==> src/rtl/i2d_pipe_ctl_pkg.sv <==
// i2d pipeline controller: shared state encoding, PC-select and exception codes.
package i2d_pipe_ctl_pkg;

  typedef enum logic [1:0] {
    ST_RUN    = 2'd0,
    ST_MCWAIT = 2'd1,
    ST_FLUSH  = 2'd2,
    ST_EXC    = 2'd3
  } state_e;

  localparam int CNT_W = 4;

  localparam logic [1:0] PCSEL_SEQ = 2'd0;
  localparam logic [1:0] PCSEL_BR  = 2'd1;
  localparam logic [1:0] PCSEL_VEC = 2'd2;

  localparam logic [1:0] EXC_NONE = 2'd0;
  localparam logic [1:0] EXC_SWI  = 2'd1;
  localparam logic [1:0] EXC_ERR  = 2'd2;

  // SWI outranks a decode error when both are flagged on the same instruction.
  function automatic logic [1:0] exc_code(input logic swi);
    return swi ? EXC_SWI : EXC_ERR;
  endfunction

endpackage

==> src/rtl/i2d_pipe_ctl_if.sv <==
// i2d pipeline controller bus: decode/execute status in, stage controls out.
interface i2d_pipe_ctl_if #(parameter int RF_AW = 6) ();
  logic             id_valid;
  logic [RF_AW-1:0] id_ra;
  logic [RF_AW-1:0] id_rb;
  logic             id_rf_r;
  logic             id_swi;
  logic             id_err;
  logic [31:0]      id_pc;
  logic             ex_load;
  logic [RF_AW-1:0] ex_rd;
  logic             ex_mc_start;
  logic             br_taken;
  logic             if_stall;
  logic             id_dis;
  logic             ex_bubble;
  logic [1:0]       pc_sel;
  logic [1:0]       exc_cause;
  logic [31:0]      exc_pc;

  // Pipeline side: reports stage status, obeys the controls.
  modport master (
    output id_valid, id_ra, id_rb, id_rf_r, id_swi, id_err, id_pc,
    output ex_load, ex_rd, ex_mc_start, br_taken,
    input  if_stall, id_dis, ex_bubble, pc_sel, exc_cause, exc_pc
  );

  // Controller side.
  modport slave (
    input  id_valid, id_ra, id_rb, id_rf_r, id_swi, id_err, id_pc,
    input  ex_load, ex_rd, ex_mc_start, br_taken,
    output if_stall, id_dis, ex_bubble, pc_sel, exc_cause, exc_pc
  );
endinterface

==> src/rtl/i2d_pipe_ctl.sv <==
// i2d pipeline sequencing controller: load-use interlock, multi-cycle hold,
// branch flush and SWI/decode-error exception redirect.
module i2d_pipe_ctl
  import i2d_pipe_ctl_pkg::*;
#(
  parameter int MC_LAT    = 4,
  parameter int FLUSH_CYC = 2,
  parameter int RF_AW     = 6
) (
  input logic           clk,
  input logic           rst,
  i2d_pipe_ctl_if.slave bus
);

  // The mc_start cycle itself stalls, so MCWAIT covers the remaining MC_LAT-2
  // cycles. Both waits exit on cnt==0, so each loads (cycles in state - 1).
  localparam bit              MC_NEEDS_WAIT = (MC_LAT > 2);
  localparam logic [CNT_W-1:0] MC_LOAD = MC_NEEDS_WAIT ? CNT_W'(MC_LAT - 3) : {CNT_W{1'b0}};
  localparam logic [CNT_W-1:0] FL_LOAD = CNT_W'(FLUSH_CYC - 1);

  state_e           state_r, next_state_s;
  logic [CNT_W-1:0] cnt_r, next_cnt_s;
  logic [1:0]       exc_cause_r;
  logic [31:0]      exc_pc_r;

  logic             exc_s, load_use_s;
  logic             if_stall_s, id_dis_s, ex_bubble_s;
  logic [1:0]       pc_sel_s;

  assign exc_s      = bus.id_valid & (bus.id_swi | bus.id_err);
  assign load_use_s = bus.id_valid & bus.id_rf_r & bus.ex_load &
                      ((bus.ex_rd == bus.id_ra) | (bus.ex_rd == bus.id_rb)) &
                      (bus.ex_rd != {RF_AW{1'b0}});

  // State and shared wait counter.
  always_ff @(posedge clk or negedge rst) begin
    if (!rst) begin
      state_r <= ST_RUN;
      cnt_r   <= {CNT_W{1'b0}};
    end else begin
      state_r <= next_state_s;
      cnt_r   <= next_cnt_s;
    end
  end

  // Next state: exception > branch > multi-cycle start while running.
  always_comb begin
    next_state_s = state_r;
    next_cnt_s   = cnt_r;
    case (state_r)
      ST_RUN: begin
        if (exc_s) begin
          next_state_s = ST_EXC;
          next_cnt_s   = {CNT_W{1'b0}};
        end else if (bus.br_taken) begin
          next_state_s = ST_FLUSH;
          next_cnt_s   = FL_LOAD;
        end else if (bus.ex_mc_start && MC_NEEDS_WAIT) begin
          next_state_s = ST_MCWAIT;
          next_cnt_s   = MC_LOAD;
        end else begin
          next_state_s = ST_RUN;
        end
      end
      ST_MCWAIT, ST_FLUSH: begin
        if (cnt_r == {CNT_W{1'b0}}) begin
          next_state_s = ST_RUN;
        end else begin
          next_cnt_s = cnt_r - {{(CNT_W-1){1'b0}}, 1'b1};
        end
      end
      ST_EXC: begin
        next_state_s = ST_FLUSH;
        next_cnt_s   = FL_LOAD;
      end
      default: begin
        next_state_s = ST_RUN;
        next_cnt_s   = {CNT_W{1'b0}};
      end
    endcase
  end

  // Stage controls from state and current hazards.
  always_comb begin
    if_stall_s  = 1'b0;
    id_dis_s    = 1'b0;
    ex_bubble_s = 1'b0;
    pc_sel_s    = PCSEL_SEQ;
    case (state_r)
      ST_RUN: begin
        if (exc_s) begin
          id_dis_s    = 1'b1;
          ex_bubble_s = 1'b1;
        end else if (bus.br_taken) begin
          pc_sel_s    = PCSEL_BR;
          id_dis_s    = 1'b1;
          ex_bubble_s = 1'b1;
        end else if (bus.ex_mc_start) begin
          if_stall_s  = 1'b1;
        end else if (load_use_s) begin
          if_stall_s  = 1'b1;
          ex_bubble_s = 1'b1;
        end else begin
          if_stall_s  = 1'b0;
        end
      end
      ST_MCWAIT: begin
        if_stall_s = 1'b1;
      end
      ST_FLUSH: begin
        id_dis_s    = 1'b1;
        ex_bubble_s = 1'b1;
      end
      ST_EXC: begin
        pc_sel_s    = PCSEL_VEC;
        id_dis_s    = 1'b1;
        ex_bubble_s = 1'b1;
      end
      default: begin
        if_stall_s = 1'b0;
      end
    endcase
  end

  // Exception record: captured only on exception entry, otherwise sticky.
  always_ff @(posedge clk or negedge rst) begin
    if (!rst) begin
      exc_cause_r <= EXC_NONE;
      exc_pc_r    <= 32'h0000_0000;
    end else if ((state_r == ST_RUN) && exc_s) begin
      exc_cause_r <= exc_code(bus.id_swi);
      exc_pc_r    <= bus.id_pc;
    end
  end

  assign bus.if_stall  = if_stall_s;
  assign bus.id_dis    = id_dis_s;
  assign bus.ex_bubble = ex_bubble_s;
  assign bus.pc_sel    = pc_sel_s;
  assign bus.exc_cause = exc_cause_r;
  assign bus.exc_pc    = exc_pc_r;

endmodule
==> src/flat_wrapper.sv <==
// flat-port wrapper written by rule: the top's interface ports become plain ports
module i2d_pipe_ctl_flat import i2d_pipe_ctl_pkg::*;
#(
  parameter int MC_LAT    = 4,
  parameter int FLUSH_CYC = 2,
  parameter int RF_AW     = 6
)
  (clk, rst, bus_id_valid, bus_id_ra, bus_id_rb, bus_id_rf_r, bus_id_swi, bus_id_err, bus_id_pc, bus_ex_load, bus_ex_rd, bus_ex_mc_start, bus_br_taken, bus_if_stall, bus_id_dis, bus_ex_bubble, bus_pc_sel, bus_exc_cause, bus_exc_pc);
  i2d_pipe_ctl_if #(.RF_AW(RF_AW)) bus_i ();
  input logic clk;
  input logic rst;
  input wire logic [$bits(bus_i.id_valid)-1:0] bus_id_valid;
  input wire logic [$bits(bus_i.id_ra)-1:0] bus_id_ra;
  input wire logic [$bits(bus_i.id_rb)-1:0] bus_id_rb;
  input wire logic [$bits(bus_i.id_rf_r)-1:0] bus_id_rf_r;
  input wire logic [$bits(bus_i.id_swi)-1:0] bus_id_swi;
  input wire logic [$bits(bus_i.id_err)-1:0] bus_id_err;
  input wire logic [$bits(bus_i.id_pc)-1:0] bus_id_pc;
  input wire logic [$bits(bus_i.ex_load)-1:0] bus_ex_load;
  input wire logic [$bits(bus_i.ex_rd)-1:0] bus_ex_rd;
  input wire logic [$bits(bus_i.ex_mc_start)-1:0] bus_ex_mc_start;
  input wire logic [$bits(bus_i.br_taken)-1:0] bus_br_taken;
  output wire logic [$bits(bus_i.if_stall)-1:0] bus_if_stall;
  output wire logic [$bits(bus_i.id_dis)-1:0] bus_id_dis;
  output wire logic [$bits(bus_i.ex_bubble)-1:0] bus_ex_bubble;
  output wire logic [$bits(bus_i.pc_sel)-1:0] bus_pc_sel;
  output wire logic [$bits(bus_i.exc_cause)-1:0] bus_exc_cause;
  output wire logic [$bits(bus_i.exc_pc)-1:0] bus_exc_pc;
  assign bus_i.id_valid = bus_id_valid;
  assign bus_i.id_ra = bus_id_ra;
  assign bus_i.id_rb = bus_id_rb;
  assign bus_i.id_rf_r = bus_id_rf_r;
  assign bus_i.id_swi = bus_id_swi;
  assign bus_i.id_err = bus_id_err;
  assign bus_i.id_pc = bus_id_pc;
  assign bus_i.ex_load = bus_ex_load;
  assign bus_i.ex_rd = bus_ex_rd;
  assign bus_i.ex_mc_start = bus_ex_mc_start;
  assign bus_i.br_taken = bus_br_taken;
  assign bus_if_stall = bus_i.if_stall;
  assign bus_id_dis = bus_i.id_dis;
  assign bus_ex_bubble = bus_i.ex_bubble;
  assign bus_pc_sel = bus_i.pc_sel;
  assign bus_exc_cause = bus_i.exc_cause;
  assign bus_exc_pc = bus_i.exc_pc;
  i2d_pipe_ctl #(.MC_LAT(MC_LAT), .FLUSH_CYC(FLUSH_CYC), .RF_AW(RF_AW)) u_core (.clk(clk), .rst(rst), .bus(bus_i));
endmodule
==> config.mk <==
export PLATFORM = sky130hd
export DESIGN_NAME = i2d_pipe_ctl_flat
export DESIGN_NICKNAME = d
export VERILOG_FILES = /design/src/rtl/i2d_pipe_ctl_pkg.sv /design/src/rtl/i2d_pipe_ctl_if.sv /design/src/rtl/i2d_pipe_ctl.sv /design/src/flat_wrapper.sv
export SDC_FILE = /design/constraint.sdc
export NUM_CORES = 1
export LEC_CHECK = 0
export CORE_UTILIZATION = 41
export CTS_BUF_LIST = sky130_fd_sc_hd__clkbuf_4
export CTS_CLUSTER_DIAMETER = 200
export CTS_CLUSTER_SIZE = 25
export DETAILED_ROUTE_END_ITERATION = 10
export GPL_TIMING_DRIVEN = 0
export PLACE_DENSITY = 0.79
export SYNTH_ARGS = -nofsm -noshare
export SYNTH_HDL_FRONTEND = slang
export SYNTH_SLANG_ARGS = --single-unit
export TNS_END_PERCENT = 20
==> constraint.sdc <==
create_clock -name clk -period 2 [get_ports clk]
set_input_delay 0.2 -clock clk [delete_from_list [all_inputs] [get_ports clk]]
set_output_delay 0.2 -clock clk [all_outputs]
set_load 0.1 [all_outputs]
==> results.ini, run 1 <==
[sta]
setup_violations=0
worst_pin_slew_ns=0.9862
finalCriticalPeriod_ns=1.923
setup_ws_ns=0.07715
period_share_pct=96.14
finalHoldViolations=0
finClkSkew_ns=0.003869
slew_viol_final=0
fmax_mhz=520.1
slew_headroom_pct=34.52

[setup_path]
reg2reg_slack_ns=0.40
reg2reg_to=u_core.cnt_r[0]
path_cells=clkdlybuf4s50_1 -> o21a_4 -> o21ai_0 -> a21oi_4 -> o21bai_4 -> buf_12
cpPeakStageDelay_ns=0.48
cp.arrival_ns=1.72
crit_fanout=6
cp-start-kind=input pin
ff2ff_path_depth=6
crit_type=in -> out
critPathLaunch=bus_id_swi
critPathSlowestCell=clkdlybuf4s50_1
endpoint=bus_ex_bubble
end_kind=primary output
cp.required_ns=1.80
worstReg2RegStart=u_core.cnt_r[0]

[placement]
pre_cts_slack_ns=-0.9618
dp_hpwl_um=3314
port_buffers=97
place.gp.congestion=0.7623

[clock_network]
cts_buffer_depth=2
clock_sinks=40
clk_latency_ns=0.33
clkTransAtPathRegs_ns=0.11
clockRootBuffer=clkbuf_4
cts_tree=built
htreeDepth=2
numCtsBuffers=5

[logic_synthesis]
syn_area_um2=1947
avgSynthCellArea_um2=12.98
synthesis.nets=215
synth_top_area_share_pct=51.41
synthDistinctLibCells=33
yosysSeqAreaShare_pct=51.41
ys_async_sr_fraction_pct=100.0
yosys_register_bits=40
synth.area.top_cells=dfrtp_1, mux2_2, xor2_1
yosysWarnings=0
synth_edf_count=0
yosys.area.top_type=dfrtp_1
syn_inst=150
ys.flop_type=dfrtp_1

[layout]
fill_cells=358
multiInputGateArea_um2=978.4
antenna_cells=0
seqCellArea_um2=1001
drive_gt1_share_pct=28.24
area_growth_pct=62.40
final_nets=326

[run_status]
outcome=finished with violations
violations=design-rule violations

[worst_hold_path]
hold_path.class=in -> reg
timing.hold.worst_path_depth=2
min_from=bus_id_pc[22]

[route]
via_per_inst=5.102
drt-total-wl_um=4425
drt_iter0_drc=59
wl_per_cell_um=14.09
drc_errors=16
vias=1602
ant_nets=0
firstDrtPassIters=7

[die]
initial_utilization_pct=43.81
die_area_um2=5028
pin_count=98
fp.dieW_um=70.91
die_h_um=70.91
fp-row-count=24
core-area_um2=4444

[global_routing]
antenna_found_initial=0
gr-total-overflow=0
grt_usage_pct=19.15
grt_pass1_wl_um=7507
grt_start_max_net_pins=41
grt_pass1_vias=1651

[job]
cap_violations=0

==> through the flow <==
stage                     instance area (µm²)  cells  hold slack (ns)  utilization, %  setup TNS [ns]
final                                    3162    314           0.4636           71.14               0
after global routing                     3162    314           0.4389           71.14       -0.001112
after CTS                                3112    313           0.4499           70.02        -0.02243
after detailed placement                 3028    299           0.3638           68.13          -2.964
after floorplan                          1997    150         -0.09559               -         -0.3583
after global placement                   3033    299           0.4658           68.24          -14.04
==> state kept, by name (all words and copies together), names as in the netlist <==
name,flops
u_core.bus.exc_pc,32
u_core.cnt_r,4
u_core.bus.exc_cause,2
u_core.state_r,2
==> what timing repair did <==
item                       4_1_cts  5_1_grt
hold buffers                     1        0
buffers inserted                 5        2
gates resized for setup         71       11
hold endpoints to repair        40        0
pin swaps                        2        5
setup endpoints to repair       39        4
==> final cells by class <==
type / instances / share of cell area [%]
Timing Repair Buffer: 105 / 31.94
Clock buffer: 5 / 1.187
Tap cell: 52 / 2.058
Buffer: 3 / 1.068
Sequential cell: 40 / 31.66
Inverter: 6 / 0.7123
Clock inverter: 3 / 0.4353
Multi-Input combinational cell: 100 / 30.95
==> cell usage after synthesis (2+ instances only) <==
master / n
nand3_1: 2
xor2_1: 12
mux2_2: 31
nor3_1: 2
buf_6: 3
nand2_1: 6
ha_1: 6
dfrtp_1: 40
mux2_1: 2
inv_1: 6
a21oi_1: 5
o21ai_0: 6
nor4_1: 3
nor2_1: 7
==> worst max-delay path, delay by kind of cell <==
| family | cells | cell delay, ns |
|---|---|---|
| buffers and inverters | 2 | 0.65 |
| AO/OA/AOI/OAI | 4 | 0.87 |
==> placed cells by master (no fill, tap or decap), drive strengths merged, types with 3 or more instances in the layout <==
master,count
clkbuf,5
inv,6
clkinv,3
dlygate4sd2,34
mux2,33
xor2,12
nand2,7
a21oi,5
buf,15
nor2,7
clkdlybuf4s50,54
o21ai,6
ha,6
nor4,3
dlymetal6s2s,3
dfrtp,40
==> routing by layer <==
layer | global-route usage, % | vias up | share of wire [%]
met5 | 0 | - | 0
met3 | 7.407 | 7 | 11
met4 | 5.333 | 0 | 1.2
met1 | 24.00 | 775 | 41
met2 | 31.09 | 71 | 47
li1 | - | 749 | -
==> how the worst min path moves through the flow <==
stage	endpoint
after floorplan	u_core.bus.exc_cause[0]
after global placement	u_core.bus.exc_cause[1]
after detailed placement	u_core.bus.exc_pc[2]
after CTS	u_core.bus.exc_pc[13]
after global routing	u_core.bus.exc_pc[3]
final	u_core.bus.exc_pc[22]
==> kinds of logic after synthesis <==
family,Yosys count,synth area share (%)
compound gates,20,7.134
xor+xnor,12,5.398
fa+ha+maj,6,3.856
buf+inv,10,3.278
flops,40,51.41
mux,34,19.60
simple gates,28,9.320
Power of run 1 is left out: the tool's default activity adds up to more than one toggle a clock period on the data nets, which glitch-free logic cannot reach.
==> inputs of run 2 (changes only) <==
Settings changed: CAP_MARGIN from default to 20, REMOVE_ABC_BUFFERS from default to 1.
==> results.ini, run 2 (synthesis gave the netlist of run 1 again) <==
[sta]
slew_headroom_pct=33.46  ; was 34.52%
slew_viol_final=0  ; unchanged
rsz0062_at_grt=true
period_share_pct=95.54  ; was 96.14%
fmax_mhz=523.4  ; was 520.1 MHz
finalHoldViolations=0  ; unchanged
finClkSkew_ns=0.01240  ; was 0.003869 ns
worst_pin_slew_ns=1.002  ; was 0.9862 ns
finalCriticalPeriod_ns=1.911  ; was 1.923 ns
setup_violations=0  ; unchanged

[clock_network]
cts_buffer_depth=2  ; unchanged
htreeDepth=2  ; unchanged
clock_sinks=40  ; unchanged
clockRootBuffer=clkbuf_4  ; unchanged
clk_latency_ns=0.35  ; was 0.33 ns
clkTransAtPathRegs_ns=0.11  ; about the same
numCtsBuffers=5  ; unchanged
cts_tree=built  ; unchanged

[route]
drc_errors=16  ; unchanged
vias=1528  ; was 1602
drt-total-wl_um=4503  ; was 4425 µm
firstDrtPassIters=7  ; unchanged
drt_iter0_drc=60  ; was 59
wl_per_cell_um=14.67  ; was 14.09 µm
ant_nets=0  ; unchanged
via_per_inst=4.977  ; was 5.102

[layout]
drive_gt1_share_pct=22.35  ; was 28.24%
most-common-layout-cells=clkdlybuf4s50_1, dfrtp_1, dlygate4sd2_1  ; unchanged
area_growth_pct=56.11  ; was 62.40%
antenna_cells=0  ; unchanged
final_nets=319  ; was 326
final_common_cell=clkdlybuf4s50_1  ; unchanged
stdcell_count=307  ; was 314
largest_register_ffs=32  ; unchanged

[global_routing]
gr-total-overflow=0  ; unchanged
grt_usage_pct=18.95  ; was 19.15%
grt_start_max_net_pins=41  ; unchanged
grt_pass1_vias=1618  ; was 1651
antenna_found_initial=0  ; unchanged
grt_pass1_wl_um=7362  ; was 7507 µm

[setup_path]
crit_type=reg -> out  ; was in -> out
cp.required_ns=1.80  ; about the same
cpPeakStageDelay_ns=0.42  ; was 0.48 ns
path_cells=inv_2 -> ha_4 -> nor3b_4 -> nand2_1 -> o21ai_1 -> buf_6  ; was clkdlybuf4s50_1 -> o21a_4 -> o21ai_0 -> a21oi_4 -> o21bai_4 -> buf_12
cp.arrival_ns=1.71  ; was 1.72 ns
end_kind=primary output  ; unchanged
critPathSlowestCell=dfrtp_1  ; was clkdlybuf4s50_1
crit_fanout=5  ; was 6
cp-start-kind=flip-flop  ; was input pin

[worst_hold_path]
hold_path.class=in -> async  ; was in -> reg

[die]
pin_count=98  ; unchanged
initial_utilization_pct=43.81  ; unchanged
fp-row-count=24  ; unchanged
die_h_um=70.91  ; unchanged
die_area_um2=5028  ; unchanged
fp.dieW_um=70.91  ; unchanged
core-area_um2=4444  ; unchanged

[placement]
port_buffers=97  ; unchanged
place.gp.congestion=0.7313  ; was 0.7623
placed_cells=296  ; was 299
dp_hpwl_um=3323  ; was 3314 µm

[run_status]
violations=design-rule violations  ; unchanged
outcome=finished with violations  ; unchanged

[job]
cap_violations=0  ; unchanged

run 2: layout make-up:
cell class,count,area [µm²]
fill,367,1405
sequential,40,1001
timing repair buffer,101,963.4
multi-input combinational,100,912.1
tap,52,65.06
clock buffer,5,37.54
clock inverter,3,37.54
inverter,6,22.52
run 2: layer usage:
layer  track usage, %  routed length, µm  vias up
met5                0                  0        -
met4            6.000                 66        0
met3            11.68                722        7
met2            30.66               1919       80
met1            20.67               1794      704
li1                 -                  -      737
run 2: worst max-delay path: cells and delay by family, from the launching register on:
kind / cells / cell delay, ns
flip-flops: 1 / 0.42
buffers and inverters: 2 / 0.34
AO/OA/AOI/OAI: 1 / 0.15
adder cells (fa/ha/maj): 1 / 0.16
AND/OR/NAND/NOR: 2 / 0.30
run 2: final timing paths:
path,from,endpoint,slack [ns],cells past startpoint
max reg2reg,u_core.state_r[1],u_core.cnt_r[0],0.30,6
min,rst,u_core.bus.exc_pc[4],0.34,3
max in group asynchronous,rst,u_core.bus.exc_cause[1],1.46,3
min reg2reg,u_core.bus.exc_pc[18],u_core.bus.exc_pc[18],0.50,1
min in group clk,bus_id_pc[18],u_core.bus.exc_pc[18],0.43,2
max,u_core.state_r[1],bus_if_stall,0.09,6
run 2: stage by stage:
step	TNS [ns]	area (µm²)	hold slack (ns)	setup WS, ns	utilization, %
floorplan	-5.538	1906	-0.09559	-1.947	-
global placement	-14.19	2942	0.4632	-0.8617	66.19
detailed placement	-2.758	2957	0.1844	-0.8671	66.53
CTS	0	3029	0.3220	0.0003206	68.16
global route	-0.03983	3039	0.3658	-0.02810	68.38
finish	0	3039	0.3363	0.08928	68.38
run 2: repair_timing:
action,4_1_cts,5_1_grt
pin swaps,1,4
setup endpoints to repair,39,4
setup buffers,2,0
hold buffers,1,0
resized for setup,68,7
endpoints found under the hold margin,40,0
Power of run 2 is left out for the same reason.
==> inputs of run 3 (changes only) <==
Settings changed: SETUP_SLACK_MARGIN from default to 0.02.
==> results.ini, run 3 (synthesis gave the netlist of run 1 again) <==
[layout]
final_common_cell=clkdlybuf4s50_1  ; unchanged
area_growth_pct=57.65  ; was 56.11%
fill_cells=366  ; was 367
multiInputGateArea_um2=915.9  ; was 912.1 µm²
final_util_pct=69.06  ; was 68.38%
final_cell_area_um2=3069  ; was 3039 µm²
final_nets=321  ; was 319
seqCellArea_um2=1001  ; unchanged
drive_gt1_share_pct=23.35  ; was 22.35%
stdcell_count=309  ; was 307
largest_register_ffs=32  ; unchanged
most-common-layout-cells=clkdlybuf4s50_1, dfrtp_1, dlygate4sd2_1  ; unchanged
antenna_cells=0  ; unchanged

[clock_network]
clkTransAtPathRegs_ns=0.11  ; about the same
clk_latency_ns=0.35  ; about the same
clockRootBuffer=clkbuf_4  ; unchanged
cts_buffer_depth=2  ; unchanged
htreeDepth=2  ; unchanged
numCtsBuffers=5  ; unchanged
cts_tree=built  ; unchanged
clock_sinks=40  ; unchanged

[setup_path]
cp-start-kind=flip-flop  ; unchanged
critPathSlowestCell=dfrtp_1  ; unchanged
cp.arrival_ns=1.71  ; about the same
crit_type=reg -> out  ; unchanged
cpPeakStageDelay_ns=0.42  ; about the same
cp.required_ns=1.80  ; about the same
crit_fanout=5  ; unchanged
end_kind=primary output  ; unchanged
path_cells=inv_2 -> ha_4 -> nor3b_4 -> nand2_1 -> o21ai_1 -> buf_6  ; unchanged
ff2ff_path_depth=6  ; unchanged

[route]
wl_per_cell_um=14.81  ; was 14.67 µm
firstDrtPassIters=7  ; unchanged
via_per_inst=5.003  ; was 4.977
vias=1546  ; was 1528
drt_iter0_drc=63  ; was 60
drt-total-wl_um=4577  ; was 4503 µm
ant_nets=0  ; unchanged
drc_errors=16  ; unchanged

[run_status]
outcome=finished with violations  ; unchanged
violations=design-rule violations  ; unchanged

[placement]
dpl_cell_area_um2=2957  ; unchanged
dp_hpwl_um=3323  ; unchanged
placed_cells=296  ; unchanged
port_buffers=97  ; unchanged
place.gp.congestion=0.7313  ; unchanged

[sta]
worst_pin_slew_ns=1.003  ; was 1.002 ns
slew_viol_final=0  ; unchanged
setup_violations=0  ; unchanged
tns_ns=0  ; unchanged
period_share_pct=95.70  ; was 95.54%
fmax_mhz=522.5  ; was 523.4 MHz
finClkSkew_ns=0.01232  ; was 0.01240 ns
finalCriticalPeriod_ns=1.914  ; was 1.911 ns
rsz0062_at_grt=true  ; unchanged
finalHoldViolations=0  ; unchanged
slew_headroom_pct=33.38  ; was 33.46%

[worst_hold_path]
hold_path.class=in -> async  ; unchanged

[die]
die_area_um2=5028  ; unchanged
initial_utilization_pct=43.81  ; unchanged
fp-row-count=24  ; unchanged
fp.dieW_um=70.91  ; unchanged
pin_count=98  ; unchanged
die_h_um=70.91  ; unchanged
core-area_um2=4444  ; unchanged

[global_routing]
antenna_found_initial=0  ; unchanged
gr-total-overflow=0  ; unchanged
grt_start_max_net_pins=41  ; unchanged
grt_usage_pct=18.92  ; was 18.95%
grt_pass1_wl_um=7348  ; was 7362 µm
grt_pass1_vias=1618  ; unchanged

[job]
cap_violations=0  ; unchanged

## run 3: per-layer routing
metal	wire [µm]	GRT usage (%)	up-vias
li1	-	-	740
met4	66	6.000	0
met1	1803	20.67	719
met3	717	11.68	7
met5	0	0	-
met2	1990	30.56	80
## run 3: worst paths after layout
kind | start | end | slack (ns)
worst min register to register | u_core.bus.exc_pc[18] | u_core.bus.exc_pc[18] | 0.50
worst max-delay path | u_core.state_r[1] | bus_if_stall | 0.09
worst min-delay path | rst | u_core.bus.exc_pc[0] | 0.33
worst max register to register | u_core.state_r[1] | u_core.cnt_r[0] | 0.30
min in group clk | bus_id_pc[18] | u_core.bus.exc_pc[18] | 0.43
max in group asynchronous | rst | u_core.bus.exc_cause[1] | 1.46
## run 3: worst max-delay path: cells and delay by family, from the launching register on
family	cells	cell delay (ns)
AOI/OAI and AO/OA	1	0.15
and+or+nand+nor	2	0.30
DFF	1	0.42
adders and majority gates	1	0.16
buffers and inverters	2	0.34
## run 3: area by class of cell
| class | instances | share of cell area (%) |
|---|---|---|
| clock inverter | 3 | 1.223 |
| inverter | 6 | 0.7338 |
| clock buffer | 5 | 1.223 |
| sequential | 40 | 32.61 |
| timing repair buffer | 103 | 32.25 |
| tap | 52 | 2.120 |
| multi-input combinational | 100 | 29.84 |
## run 3: what timing repair did
| item | 4_1_cts | 5_1_grt |
|---|---|---|
| hold buffers | 1 | 0 |
| endpoints found under the setup margin | 39 | 2 |
| pin swaps | 1 | 5 |
| endpoints found under the hold margin | 40 | 0 |
| buffers inserted | 2 | 2 |
| gates cloned | 0 | 0 |
| gates resized for setup | 71 | 6 |
## run 3: stage by stage
| step | setup WS (ns) | hold slack, ns |
|---|---|---|
| final | 0.08598 | 0.3341 |
| after CTS | 0.02370 | 0.3220 |
| after global routing | -0.002953 | 0.3658 |
| after floorplan | -1.947 | -0.09559 |
| after global placement | -0.8617 | 0.4632 |
| after detailed placement | -0.8671 | 0.1844 |
Power of run 3 is left out for the same reason.
